`config.mk`:
```
export PLATFORM = sky130hd
export DESIGN_NAME = gin_tag_receiver_flat
export DESIGN_NICKNAME = d
export VERILOG_FILES = /design/src/rtl/gin_tag_receiver_if.sv /design/src/rtl/gin_tag_receiver.sv /design/src/flat_wrapper.sv
export SDC_FILE = /design/constraint.sdc
export NUM_CORES = 1
export LEC_CHECK = 0
export CORE_AREA = 10 10 90 92
export CTS_CLUSTER_SIZE = 25
export DETAILED_ROUTE_END_ITERATION = 10
export DIE_AREA = 0 0 100 102
export PLACE_DENSITY = 0.89
export SLEW_MARGIN = 20
export SYNTH_ARGS = -nofsm -noshare
export SYNTH_HDL_FRONTEND = slang
export SYNTH_SLANG_ARGS = --single-unit
export TNS_END_PERCENT = 10
```
`constraint.sdc`:
```
create_clock -name clk -period 2.2 [get_ports clk]
set_input_delay 0.22 -clock clk [delete_from_list [all_inputs] [get_ports clk]]
set_output_delay 0.22 -clock clk [all_outputs]
set_load 0.02 [all_outputs]
```
`src/rtl/gin_tag_receiver_if.sv`:
```
// Tag/data FIFO, row/column ID and PE-side signals of the GIN tag receiver.
// master drives the FIFOs and PE readiness; slave is the receiver itself.
interface gin_tag_receiver_if #(
  parameter int DATA_WIDTH    = 16,
  parameter int ROW_TAG_WIDTH = 4,
  parameter int COL_TAG_WIDTH = 5,
  parameter int NUM_PE        = 14
);
  logic [ROW_TAG_WIDTH-1:0]        row_id;
  logic [NUM_PE*COL_TAG_WIDTH-1:0] col_ids;
  logic                            tags_fifo_empty;
  logic                            re_tags;
  logic [ROW_TAG_WIDTH-1:0]        row_tag;
  logic [COL_TAG_WIDTH-1:0]        col_tag;
  logic                            data_fifo_empty;
  logic                            re_data;
  logic [DATA_WIDTH-1:0]           din;
  logic [NUM_PE-1:0]               pe_ready;
  logic [NUM_PE-1:0]               pe_we;
  logic [DATA_WIDTH-1:0]           dout;
  logic                            busy;

  modport master (
    output row_id, col_ids, tags_fifo_empty, row_tag, col_tag,
           data_fifo_empty, din, pe_ready,
    input  re_tags, re_data, pe_we, dout, busy
  );

  modport slave (
    input  row_id, col_ids, tags_fifo_empty, row_tag, col_tag,
           data_fifo_empty, din, pe_ready,
    output re_tags, re_data, pe_we, dout, busy
  );
endinterface

```
`src/rtl/gin_tag_receiver.sv`:
```
// GIN tag receiver: pops (tag, payload) pairs and delivers the payload to
// every PE whose (row, col) ID matches. Define TAG_BROADCAST_EN to make an
// all-ones column tag match every PE in the addressed row.

module gin_tag_match_lane #(
  parameter int COL_TAG_WIDTH = 5
) (
  input  logic                     row_hit,
  input  logic [COL_TAG_WIDTH-1:0] col_tag,
  input  logic [COL_TAG_WIDTH-1:0] col_id,
  output logic                     hit
);
`ifdef TAG_BROADCAST_EN
  assign hit = row_hit && ((col_tag == col_id) || (&col_tag));
`else
  assign hit = row_hit && (col_tag == col_id);
`endif
endmodule

module gin_tag_receiver #(
  parameter int DATA_WIDTH    = 16,
  parameter int ROW_TAG_WIDTH = 4,
  parameter int COL_TAG_WIDTH = 5,
  parameter int NUM_PE        = 14
) (
  input  logic              clk,
  input  logic              reset,
  gin_tag_receiver_if.slave bus
);
  typedef enum logic [1:0] {IDLE, LOAD, DELIVER} state_t;

  state_t                state_q, state_d;
  logic [DATA_WIDTH-1:0] data_q;
  logic [NUM_PE-1:0]     match_q, match_d;
  logic                  fifos_avail;
  logic                  row_hit;
  logic                  deliver_ok;
  logic                  fetch;

  assign fifos_avail = ~bus.tags_fifo_empty & ~bus.data_fifo_empty;
  assign row_hit     = (bus.row_tag == bus.row_id);

  for (genvar i = 0; i < NUM_PE; i++) begin : g_lane
    gin_tag_match_lane #(.COL_TAG_WIDTH(COL_TAG_WIDTH)) u_lane (
      .row_hit (row_hit),
      .col_tag (bus.col_tag),
      .col_id  (bus.col_ids[i*COL_TAG_WIDTH +: COL_TAG_WIDTH]),
      .hit     (match_d[i])
    );
  end

  // An all-zero match makes the ready test trivially true, so a dropped
  // packet retires through the same path as a delivered one.
  always_comb begin
    state_d    = state_q;
    fetch      = 1'b0;
    deliver_ok = 1'b0;
    case (state_q)
      IDLE: begin
        if (fifos_avail) begin
          fetch   = 1'b1;
          state_d = LOAD;
        end
      end
      LOAD: state_d = DELIVER;
      DELIVER: begin
        deliver_ok = &(bus.pe_ready | ~match_q);
        if (deliver_ok) begin
          fetch   = fifos_avail;
          state_d = fifos_avail ? LOAD : IDLE;
        end
      end
      default: state_d = IDLE;
    endcase
  end

  always_ff @(posedge clk) begin
    if (reset) begin
      state_q <= IDLE;
      data_q  <= '0;
      match_q <= '0;
    end else begin
      state_q <= state_d;
      if (state_q == LOAD) begin
        data_q  <= bus.din;
        match_q <= match_d;
      end
    end
  end

  // Outputs are forced quiet for the whole reset cycle, even if the state
  // register still holds LOAD/DELIVER until the edge.
  assign bus.re_tags = fetch & ~reset;
  assign bus.re_data = fetch & ~reset;
  assign bus.pe_we   = (state_q == DELIVER && deliver_ok && !reset) ? match_q : '0;
  assign bus.dout    = reset ? '0 : data_q;
  assign bus.busy    = (state_q != IDLE) & ~reset;
endmodule
```
`src/flat_wrapper.sv`:
```
// flat-port wrapper written by rule: the top's interface ports become plain ports
module gin_tag_receiver_flat 
#(
  parameter int DATA_WIDTH    = 16,
  parameter int ROW_TAG_WIDTH = 4,
  parameter int COL_TAG_WIDTH = 5,
  parameter int NUM_PE        = 14
)
  (clk, reset, bus_row_id, bus_col_ids, bus_tags_fifo_empty, bus_row_tag, bus_col_tag, bus_data_fifo_empty, bus_din, bus_pe_ready, bus_re_tags, bus_re_data, bus_pe_we, bus_dout, bus_busy);
  gin_tag_receiver_if #(.DATA_WIDTH(DATA_WIDTH), .ROW_TAG_WIDTH(ROW_TAG_WIDTH), .COL_TAG_WIDTH(COL_TAG_WIDTH), .NUM_PE(NUM_PE)) bus_i ();
  input  logic clk;
  input  logic reset;
  input wire logic [$bits(bus_i.row_id)-1:0] bus_row_id;
  input wire logic [$bits(bus_i.col_ids)-1:0] bus_col_ids;
  input wire logic [$bits(bus_i.tags_fifo_empty)-1:0] bus_tags_fifo_empty;
  input wire logic [$bits(bus_i.row_tag)-1:0] bus_row_tag;
  input wire logic [$bits(bus_i.col_tag)-1:0] bus_col_tag;
  input wire logic [$bits(bus_i.data_fifo_empty)-1:0] bus_data_fifo_empty;
  input wire logic [$bits(bus_i.din)-1:0] bus_din;
  input wire logic [$bits(bus_i.pe_ready)-1:0] bus_pe_ready;
  output wire logic [$bits(bus_i.re_tags)-1:0] bus_re_tags;
  output wire logic [$bits(bus_i.re_data)-1:0] bus_re_data;
  output wire logic [$bits(bus_i.pe_we)-1:0] bus_pe_we;
  output wire logic [$bits(bus_i.dout)-1:0] bus_dout;
  output wire logic [$bits(bus_i.busy)-1:0] bus_busy;
  assign bus_i.row_id = bus_row_id;
  assign bus_i.col_ids = bus_col_ids;
  assign bus_i.tags_fifo_empty = bus_tags_fifo_empty;
  assign bus_i.row_tag = bus_row_tag;
  assign bus_i.col_tag = bus_col_tag;
  assign bus_i.data_fifo_empty = bus_data_fifo_empty;
  assign bus_i.din = bus_din;
  assign bus_i.pe_ready = bus_pe_ready;
  assign bus_re_tags = bus_i.re_tags;
  assign bus_re_data = bus_i.re_data;
  assign bus_pe_we = bus_i.pe_we;
  assign bus_dout = bus_i.dout;
  assign bus_busy = bus_i.busy;
  gin_tag_receiver #(.DATA_WIDTH(DATA_WIDTH), .ROW_TAG_WIDTH(ROW_TAG_WIDTH), .COL_TAG_WIDTH(COL_TAG_WIDTH), .NUM_PE(NUM_PE)) u_core (.clk(clk), .reset(reset), .bus(bus_i));
endmodule
```
# [Yosys cells after proc, flatten, opt, wreduce, memory -nomap -nowiden]
# Cells that the tools add are included.
# Widths: inputs -> output; s select.
[totals] elab_cells=61 regBits=32 out_inout_bits=33 inputBits=117
[classes] mux=10 n_eq_ne=19 bitwise=8 reduce_logical=21
[op_table] op="$eq 5x5->1" count=14
[op_table] op="$logic_and 1x1->1" count=16
[op_table] op="$mux 16" count=1
[op_table] op="$mux 14" count=1
[op_table] op="$not 14->14" count=1
[op_table] op="$or 14x14->14" count=1
[op_table] op="$reduce_and 14->1" count=1
[op_table] op="$pmux 2 s3" count=1
[op_table] op="$eq 4x4->1" count=1
[op_table] op="$mux 1" count=4
[op_table] op="$mux 2" count=2
[op_table] op="$ne 2x1->1 const B" count=2
[op_table] op="$and 1x1->1" count=3
[op_table] op="$not 1->1" count=3
[op_table] op="$eq 2x1->1 const B" count=1
[op_table] op="$eq 2x2->1 const B" count=1
[op_table] op="$logic_not 2->1" count=1
[op_table] op="$pmux 1 s2" count=1
[op_table] op="$reduce_and 2->1" count=1
[op_table] op="$reduce_bool 2->1" count=1
[op_table] op="$logic_not 1->1" count=1

# [Logic depth before layout (Yosys ltp)]
# Gate-level depths: netlist of the first run.
[depth] word_depth=7 ltp_mapped=7 ltp_nobuf=5

# [By module]
# Synthesis of the first run repeated with hierarchy kept, for this count alone.
[hier_totals] cells_unflattened=313 hier_area_um2=2364.8
[modules_own_cells] module="gin_tag_receiver" area_each_um2=1576.5 seq_area_each_um2=640.6 cells_per_inst=215 n_inst=1
[modules_own_cells] module="gin_tag_match_lane" area_each_um2=56.3 seq_area_each_um2=0.0 cells_per_inst=7 n_inst=14

# [Least setup slack after synthesis of the first run]
# Ideal clock, no wire load.
[synth_path] path_kind="reg2out" startpoint="register u_core.match_q[11]" endpoint="output bus_pe_we[1]" n_path_buf=0 stages_incl_launch_ff=5 required_time_ns=1.980 setup_slack_ns=0.295 t_arrival_ns=1.685 cell_sequence="dfxtp_1 -> nor2b_4 -> a2111oi_4 -> o2111ai_2 -> nor4_1"
[synth_between] elab_chain_cells=7
[synth_rtl] element="from (decl)" line="gin_tag_receiver.sv:34" source="logic [NUM_PE-1:0] match_q, match_d;"
[synth_rtl] element="from (signal assigned)" line="gin_tag_receiver.sv:86" source="match_q <= match_d;"
[synth_rtl] element="$not 14->14" line="gin_tag_receiver.sv:67" source="deliver_ok = &(bus.pe_ready | ~match_q);"
[synth_rtl] element="$or 14x14->14" line="gin_tag_receiver.sv:67"
[synth_rtl] element="$reduce_and 14->1" line="gin_tag_receiver.sv:67"
[synth_rtl] element="$mux 1" line="gin_tag_receiver.sv:58" source="case (state_q)"
[synth_rtl] element="$logic_and 1x1->1 (2 in series)" line="gin_tag_receiver.sv:95" source="assign bus.pe_we = (state_q == DELIVER && deliver_ok && !reset) ? match_q : '0;"
[synth_rtl] element="$mux 14" line="gin_tag_receiver.sv:95"
[synth_rtl] element="to (decl)" line="flat_wrapper.sv:23" source="output wire logic [$bits(bus_i.pe_we)-1:0] bus_pe_we;"
# No other way between the ends.

# [Final worst setup path of the first run]
[layout_path] startpoint="register u_core.match_q[11]" endpoint="output bus_pe_we[11]"
[layout_between] elab_chain_cells=7
[layout_rtl] element="$not 14->14" line="gin_tag_receiver.sv:67"
[layout_rtl] element="$or 14x14->14" line="gin_tag_receiver.sv:67"
[layout_rtl] element="$reduce_and 14->1" line="gin_tag_receiver.sv:67"
[layout_rtl] element="$mux 1" line="gin_tag_receiver.sv:58"
[layout_rtl] element="$logic_and 1x1->1 (2 in series)" line="gin_tag_receiver.sv:95"
[layout_rtl] element="$mux 14 (*)" line="gin_tag_receiver.sv:95"
# Every way passes the cells marked *; elsewhere a longest branch is shown, timed or not.

==> results of run 1 <==
[cells by family after synthesis]
group                  after synthesis
AO/OA/AOI/OAI                       38
XOR/XNOR                            74
buffers and inverters               32
flip-flops                          32
AND/OR/NAND/NOR                    110
[metrics by stage]
step / setup WS (ps) / setup TNS (ps) / instances
after floorplan: 295 / 0 / 286
after CTS: -15.5 / -30.8 / 521
final: -6.02 / -6.02 / 521
after detailed placement: -495 / -7330 / 514
after global routing: -115 / -926 / 521
after global placement: -473 / -6530 / 514
[power by group through the flow]
stage / registers, mW / logic, mW / clock network (mW)
6_report: 0.596 / 0.465 / 0.411
5_1_grt: 0.596 / 0.506 / 0.451
4_1_cts: 0.596 / 0.466 / 0.424
3_5_place_dp: 0.609 / 0.466 / 0
3_3_place_gp: 0.608 / 0.454 / 0
2_1_floorplan: 0.607 / 0.191 / 0
[critical path, cell delays in order, from the launching register on]
cell       delay, ps
dfxtp_2          330
nor2b_4          130
a2111oi_4        320
o2111ai_2        200
nor3_2           250
buf_4            200
and2_1           170
buf_6            120
[metal layers]
metal / vias up / share of wire [%] / routed length (um)
li1: 1245 / - / -
met1: 1094 / 36 / 3010
met2: 103 / 52 / 4270
met3: 6 / 11 / 934
met4: 0 / 0.58 / 48
met5: - / 0 / 0
[sequential cells by signal (all words and copies together), names as in the netlist]
| signal | cells |
|---|---|
| u_core.data_q | 16 |
| u_core.match_q | 14 |
| u_core.state_q | 2 |
[final cells by class]
| type | instances | area (um2) | share of cell area, % |
|---|---|---|---|
| flip-flops and latches | 32 | 642 | 15.7 |
| multi-input cells | 222 | 1560 | 38.0 |
| repair buffers | 174 | 1690 | 41.2 |
| clock inverters | 1 | 5.00 | 0.122 |
| well taps | 77 | 96.3 | 2.35 |
| clock buffers | 6 | 72.6 | 1.77 |
| inverters | 9 | 33.8 | 0.825 |
[worst max-delay path by stage]
stage                     depth (start not counted)  slack, ps          startpoint             to
after floorplan                                   4        290  u_core.match_q[11]   bus_pe_we[1]
after global placement                            8       -470    bus_pe_ready[11]   bus_pe_we[6]
after detailed placement                          8       -490    bus_pe_ready[11]   bus_pe_we[6]
after CTS                                         8        -20    bus_pe_ready[11]    bus_re_tags
after global routing                              7       -120  u_core.match_q[11]  bus_pe_we[11]
final                                             7         -6  u_core.match_q[11]  bus_pe_we[11]
[synthesized netlist by cell type, types with 2 or more instances]
master | n | area (um2)
buf_2 | 7 | 35.0
and2_1 | 11 | 68.8
nor2_1 | 20 | 75.1
a21oi_1 | 17 | 85.1
nand2b_1 | 2 | 12.5
clkbuf_1 | 13 | 48.8
xor2_1 | 71 | 622
buf_4 | 2 | 15.0
dfxtp_1 | 32 | 641
xnor2_1 | 3 | 26.3
and3_1 | 2 | 12.5
nand2_1 | 33 | 124
nor4_1 | 3 | 18.8
a32o_1 | 14 | 140
o22ai_1 | 4 | 25.0
nor2b_1 | 20 | 125
inv_1 | 9 | 33.8
nor3_1 | 14 | 70.1
[repair_timing]
item / in CTS / in global routing
buffers inserted: 0 / 0
setup endpoints to repair: 16 / 16
resized for setup: 67 / 42
pin swaps: 2 / 12
==> impl_metrics.yaml, run 1 <==
worst_setup_path:
  rrSetupSlack_ps: 670
  regToRegEndpoint: "u_core.match_q[0]"
  endpoint_kind: "primary output"
  worstPathMaxFanout: 7
  startpoint_type: "flop"
  reg2reg_depth: 3
  crit_required_ps: 1980
  cp.arrival_ps: 1990
  criticalPathCategory: "reg2out"
  r2r-start: "u_core.state_q[1]"
timing:
  rsz0062_at_grt: "true"
  fin_skew_ps: 6.53
  finalHoldViolCount: 0
  setup_viol: 1
  fin_crit_ps: 2210
  slew_violations: 0
  setup_slack_ps: -6.02
  max_freq_ghz: 0.453
  timing.slew.headroom_pct: 32.9
  worst_slew_pin_slew_ps: 1000
  timing.final.crit_share_pct: 100
  hold_ws_ps: 449
layout:
  nets: 561
  final_area_mm2: 0.00409
  antenna_cells: 0
  area_delta_synth_final_pct: 79.1
  final_cell_mix: "clkdlybuf4s50_1, xor2_1, nand2_1"
  drive_above_1_share_pct: 14.9
  layout_commonest_cell: "clkdlybuf4s50_1"
  utilization_pct: 65.2
  fillCellCount: 522
pwr:
  swShare_pct: 25.9
  ir_drop_mv: 0.235
  switchingPower_mw: 0.381
  p_int_mw: 1.09
  power.total_mw: 1.47
  p_per_area_mw_per_mm2: 360
  p_clk_share_pct: 27.9
  seq_power_share_pct: 40.5
  p_leak_nw: 1.63
  pwr-share-comb_pct: 31.6
yosys:
  ys.flop_type: "dfxtp_1"
  yosysWarnings: 0
  synth_compound_area_share_pct: 13.0
  yosysSeqAreaShare_pct: 28.0
  synthXorXnorAreaFrac_pct: 28.4
  ys_types: 27
  syn_inst: 286
  syn-num-nets: 403
  yosys.area_share.simple_pct: 24.6
  synth_top_family_by_area: "XOR/XNOR gates"
  synth_mux_area_share_pct: 0
  synth_fa_ha_area_share_pct: 0
  yosys_register_bits: 32
  ys_async_sr_fraction_pct: 0
  synth_edf_count: 0
  synth.avg_cell_area_um2: 7.99
  syn_area_mm2: 0.00229
place:
  port_buffers: 149
  place_hpwl_mm: 7.10
  placed_area_mm2: 0.00396
  gp_congestion: 0.844
drt:
  wl_per_cell_um: 15.8
  routed_wl_mm: 8.26
  drc_errors: 0
  firstDrtPassIters: 4
  via_count: 2448
  antenna_left: 0
  viasPerCell: 4.70
  drtIter0Drc: 39
cts:
  clkSinkCount: 32
  cts_max_path_buffers: 2
  hold_buffers: 0
  cts_tree: "done"
  cts.clk_slew.worst_paths_ps: 60
  numCtsBuffers: 5
  ctsHtreeMaxLevel: 2
  cts-root-buf: "clkbuf_8"
  clk_latency_ps: 280
global_route:
  grt_start_max_net_pins: 37
  grt_pass1_wl_mm: 12.9
  met2_usage_pct: 29.0
  globalRouteTotalUtil_pct: 15.6
  globalRouteMet1Util_pct: 14.8
  use_met3_pct: 8.91
  antenna_found_initial: 0
  grt-ovfl-total: 0
  grt_pass1_vias: 2647
  grt.busiest_layer: "met2"
min_path:
  hold_path_class: "reg2reg"
  whs_path_depth: 2
  min_delay_worst_endpoint: "u_core.data_q[15]"
  worst_hold_startpoint: "u_core.data_q[15]"
die:
  placeableCoreArea_mm2: 0.00628
  die-area_mm2: 0.0102
  dieWidth_um: 100
  io_pins: 150
  initial_core_util_pct: 36.4
  die_h_um: 102
  row_count: 29
outcome:
  violations: "setup timing"
  outcome: "complete, but fails checks"
job:
  cap_violations: 0
(Power assumes the default switching activity.)
==> run 2, diff against run 1 <==
--- a/config.mk
+++ b/config.mk
@@ -10,6 +10,7 @@
 export DETAILED_ROUTE_END_ITERATION = 10
 export DIE_AREA = 0 0 100 102
 export PLACE_DENSITY = 0.89
+export SKIP_LAST_GASP = 1
 export SLEW_MARGIN = 20
 export SYNTH_ARGS = -nofsm -noshare
 export SYNTH_HDL_FRONTEND = slang
==> impl_metrics.yaml, run 2 (synthesized netlist as in run 1, its figures left out) <==
cts:
  clkSinkCount: 32
  clk_latency_ps: 270
  cts.clk_slew.worst_paths_ps: 60
  numCtsBuffers: 5
  cts-root-buf: "clkbuf_8"
  ctsHtreeMaxLevel: 2
  cts_max_path_buffers: 2
  cts_tree: "done"
layout:
  largest_reg_flops: 16
  register_area_um2: 641
  nets: 561
  final_cell_mix: "clkdlybuf4s50_1, xor2_1, nand2_1"
  drive_above_1_share_pct: 12.8
  top_regs: "u_core.data_q (16), u_core.match_q (14), u_core.state_q (2)"
  fillCellCount: 539
  area_delta_synth_final_pct: 75.1
  antenna_cells: 0
  layout_commonest_cell: "clkdlybuf4s50_1"
  multiInputGateArea_mm2: 0.00153
  regMostFlops: "u_core.data_q"
global_route:
  antenna_found_initial: 0
  grt_start_max_net_pins: 37
  globalRouteMet1Util_pct: 14.8
  use_met3_pct: 8.97
  met2_usage_pct: 29.1
  grt.busiest_layer: "met2"
  grt_pass1_wl_mm: 12.9
  globalRouteTotalUtil_pct: 15.7
  grt_pass1_vias: 2649
  grt-ovfl-total: 0
drt:
  via_count: 2452
  viasPerCell: 4.71
  antenna_left: 0
  drc_errors: 0
  firstDrtPassIters: 4
  wl_per_cell_um: 15.8
  drtIter0Drc: 45
  routed_wl_mm: 8.21
timing:
  timing.final.crit_share_pct: 97.9
  timing.slew.headroom_pct: 33.1
  fin_crit_ps: 2150
  setup_viol: 0
  fin_skew_ps: 5.53
  finalHoldViolCount: 0
  max_freq_ghz: 0.464
  worst_slew_pin_slew_ps: 999
  rsz0062_at_grt: "true"
  slew_violations: 0
  hold_ws_ps: 449
place:
  port_buffers: 149
  place_hpwl_mm: 7.10
  gp_congestion: 0.844
pwr:
  p_leak_nw: 1.61
  ir_drop_mv: 0.234
  p_per_area_mw_per_mm2: 367
  power.total_mw: 1.47
die:
  placeableCoreArea_mm2: 0.00628
  io_pins: 150
  die_h_um: 102
  initial_core_util_pct: 36.4
  die-area_mm2: 0.0102
  row_count: 29
  dieWidth_um: 100
outcome:
  outcome: "finished, final reports clean"
worst_setup_path:
  cpPeakStageDelay_ps: 320
  endpoint_kind: "primary output"
  startpoint_type: "flop"
  crit_family: "compound AO/OA/AOI/OAI gates"
  worstPathMaxFanout: 7
  crit_required_ps: 1980
  criticalPathCategory: "reg2out"
  cp.arrival_ps: 1930
  worst-path-buf-inv: 2
  worstPathCellList: "nor2b_4 > a2111oi_4 > o2111ai_2 > nor3_2 > buf_4 > and2_1 > buf_2"
  cp_slowest_cell: "dfxtp_1"
min_path:
  hold_path_class: "reg2reg"
job:
  cap_violations: 0
run 2: changes by cell type in the layout (fill, tap and decap cells not counted), moves of 2 or more:
cell and change:
buf_6 -11, buf_2 +8, and2_1 +6, and2_4 -6, buf_4 +2
run 2: metal layers:
| layer | vias up | routed length, um |
|---|---|---|
| li1 | 1246 | - |
| met1 | 1094 | 2970 |
| met2 | 106 | 4240 |
| met3 | 6 | 943 |
| met4 | 0 | 48 |
| met5 | - | 0 |
run 2: final timing paths:
| path | slack [ps] | cells after the start | to | from |
|---|---|---|---|---|
| setup reg to reg | 670 | 3 | u_core.match_q[0] | u_core.state_q[1] |
| setup / recovery | 50 | 7 | bus_pe_we[9] | u_core.match_q[11] |
| hold / removal | 450 | 2 | u_core.data_q[15] | u_core.data_q[15] |
| hold reg to reg | 450 | 2 | u_core.data_q[15] | u_core.data_q[15] |
run 2: metrics by stage:
stage               setup WS [ps]  std cells  TNS, ps  util [%]  instance area, um2
finish                       45.2        521        0      63.8                4000
global route                -83.3        521     -641      63.8                4000
CTS                         -79.0        521     -731      64.2                4030
detailed placement           -495        514    -7330      63.1                3960
global placement             -473        514    -6530      63.1                3960
floorplan                     295        286        0         -                2290
run 2: cell type report:
class,instances,share of cell area (%)
Inverter,9,0.844
Sequential cell,32,16.0
Clock inverter,1,0.125
Tap cell,77,2.41
Multi-Input combinational cell,222,38.2
Timing Repair Buffer,174,40.6
Clock buffer,6,1.81
run 2: worst reg2reg max path: cells and delay by family (launching register included):
kind,cells,cell delay [ps]
AOI/OAI and AO/OA,1,240
DFF,1,400
and+or+nand+nor,2,830
run 2: what timing repair did:
item	CTS	global route
buffers inserted	0	0
cloned	0	0
hold buffers	0	0
pin swaps	2	4
resized for setup	53	26
setup endpoints to repair	16	16
run 2: where the power goes:
part / internal [mW] / leakage (nW) / total, mW / switching [mW]
clock: 0.215 / 0.0410 / 0.410 / 0.196
combinational: 0.284 / 1.31 / 0.463 / 0.179
sequential: 0.590 / 0.259 / 0.596 / 0.00536
total: 1.09 / 1.61 / 1.47 / 0.380
==> run 3, diff against run 2 <==
==> constraint.sdc (replaced) <==
create_clock -name clk -period 2.2 [get_ports clk]
set_input_delay 0.44 -clock clk [delete_from_list [all_inputs] [get_ports clk]]
set_output_delay 0.44 -clock clk [all_outputs]
set_load 0.02 [all_outputs]
==> impl_metrics.yaml, run 3 (synthesized netlist as in run 1, its figures left out) <==
drt:
  wl_per_cell_um: 16.0
  drc_errors: 0
  viasPerCell: 4.73
  antenna_left: 0
  firstDrtPassIters: 4
  routed_wl_mm: 8.54
  via_count: 2516
  drtIter0Drc: 25
cts:
  cts_tree: "done"
  cts_setup_buffers: 0
  hold_buffers: 0
  cts-root-buf: "clkbuf_8"
  clkSinkCount: 32
  cts.clk_slew.worst_paths_ps: 60
  numCtsBuffers: 5
  ctsHtreeMaxLevel: 2
  clk_latency_ps: 270
  cts_max_path_buffers: 2
worst_setup_path:
  worst-path-buf-inv: 4
  startpoint_type: "input pin"
  crit_family: "buffers and inverters"
  reg2reg_depth: 5
  cp.arrival_ps: 1940
  path_common_cell: "buf_6"
  endpoint_kind: "primary output"
  worstPathCellList: "clkdlybuf4s50_1 > nor2b_1 > a21oi_2 > o2111ai_2 > buf_6 > nor4_4 > buf_4 > buf_6"
  crit_required_ps: 1760
  cp_slowest_cell: "clkdlybuf4s50_1"
  criticalPathCategory: "in2out"
  worstPathMaxFanout: 5
  cpPeakStageDelay_ps: 460
  worst-path-stages: 8
layout:
  top_regs: "u_core.data_q (16), u_core.match_q (14), u_core.state_q (2)"
  regMostFlops: "u_core.data_q"
  layout_commonest_cell: "clkdlybuf4s50_1"
  largest_reg_flops: 16
  area_delta_synth_final_pct: 85.8
  drive_above_1_share_pct: 18.3
  nets: 571
  utilization_pct: 67.7
  final_cell_mix: "clkdlybuf4s50_1, xor2_1, buf_4"
pwr:
  seq_power_share_pct: 38.7
  p_per_area_mw_per_mm2: 362
  ir_drop_mv: 0.250
  pwr-share-comb_pct: 30.2
  swShare_pct: 25.2
  power.total_mw: 1.54
  p_clk_share_pct: 31.1
  switchingPower_mw: 0.387
  p_int_mw: 1.15
  p_leak_nw: 1.73
job:
  cap_violations: 0
die:
  dieWidth_um: 100
  die-area_mm2: 0.0102
  row_count: 29
  io_pins: 150
  initial_core_util_pct: 36.4
  placeableCoreArea_mm2: 0.00628
  die_h_um: 102
timing:
  slew_violations: 0
  finalHoldViolCount: 0
  fin_skew_ps: 5.30
  rsz0062_at_grt: "true"
  setup_viol: 32
  fin_crit_ps: 2380
  setup_slack_ps: -176
  max_freq_ghz: 0.421
  timing.slew.headroom_pct: 33.9
  timing.final.crit_share_pct: 108
  worst_slew_pin_slew_ps: 988
min_path:
  whs_path_depth: 2
  hold_path_class: "reg2reg"
outcome:
  outcome: "complete, but fails checks"
  violations: "setup timing"
place:
  port_buffers: 149
  place_hpwl_mm: 7.27
  gp_congestion: 0.813
global_route:
  grt_start_max_net_pins: 37
  antenna_found_initial: 1
  globalRouteTotalUtil_pct: 16.1
  grt_pass1_vias: 2698
  grt_pass1_wl_mm: 13.3
  grt-ovfl-total: 0
-- run 3: layer usage --
metal | GRT usage (%) | routed length [um] | vias to the layer above
li1 | - | - | 1266
met3 | 7.62 | 909 | 4
met1 | 15.4 | 3120 | 1144
met4 | 3.04 | 59 | 0
met2 | 30.9 | 4450 | 102
met5 | 0 | 0 | -
-- run 3: final timing paths --
path,startpoint,to,slack [ps]
setup / recovery,bus_pe_ready[7],bus_pe_we[6],-180
hold / removal,u_core.data_q[0],u_core.data_q[0],450
setup reg to reg,u_core.state_q[1],u_core.match_q[11],520
hold reg to reg,u_core.data_q[0],u_core.data_q[0],450
-- run 3: what timing repair did --
item	CTS	global route
pin swaps	9	9
resized for setup	118	17
setup endpoints to repair	33	33
-- run 3: through the flow --
| stage | hold slack, ps | std cells | TNS [ps] | setup WS (ps) | area [um2] |
|---|---|---|---|---|---|
| after floorplan | 432 | 286 | -51.6 | -17.2 | 2290 |
| final | 452 | 532 | -3830 | -176 | 4250 |
| after CTS | 452 | 531 | -6180 | -214 | 4180 |
| after global routing | 466 | 532 | -6390 | -243 | 4250 |
| after global placement | 438 | 524 | -16870 | -908 | 4030 |
| after detailed placement | 444 | 524 | -17970 | -967 | 4030 |
-- run 3: power groups by stage --
stage / clock [mW] / combinational, mW / sequential [mW]
2_1_floorplan: 0 / 0.191 / 0.607
3_3_place_gp: 0 / 0.457 / 0.607
3_5_place_dp: 0 / 0.469 / 0.608
4_1_cts: 0.495 / 0.469 / 0.595
5_1_grt: 0.519 / 0.507 / 0.596
6_report: 0.478 / 0.465 / 0.595
-- run 3: cell type report --
class,instances,area [um2]
Fill cell,476,2030
Timing Repair Buffer,184,1780
Multi-Input combinational cell,222,1600
Sequential cell,32,643
Clock buffer,7,96.3
Tap cell,77,96.3
Inverter,9,33.8
Antenna cell,1,2.50
-- run 3: worst register-to-register path, cell delays in order, from the launching register on --
cell,delay [ps]
dfxtp_1,320
buf_4,140
nand2b_1,370
nor4_4,340
buf_4,250
a32o_1,190
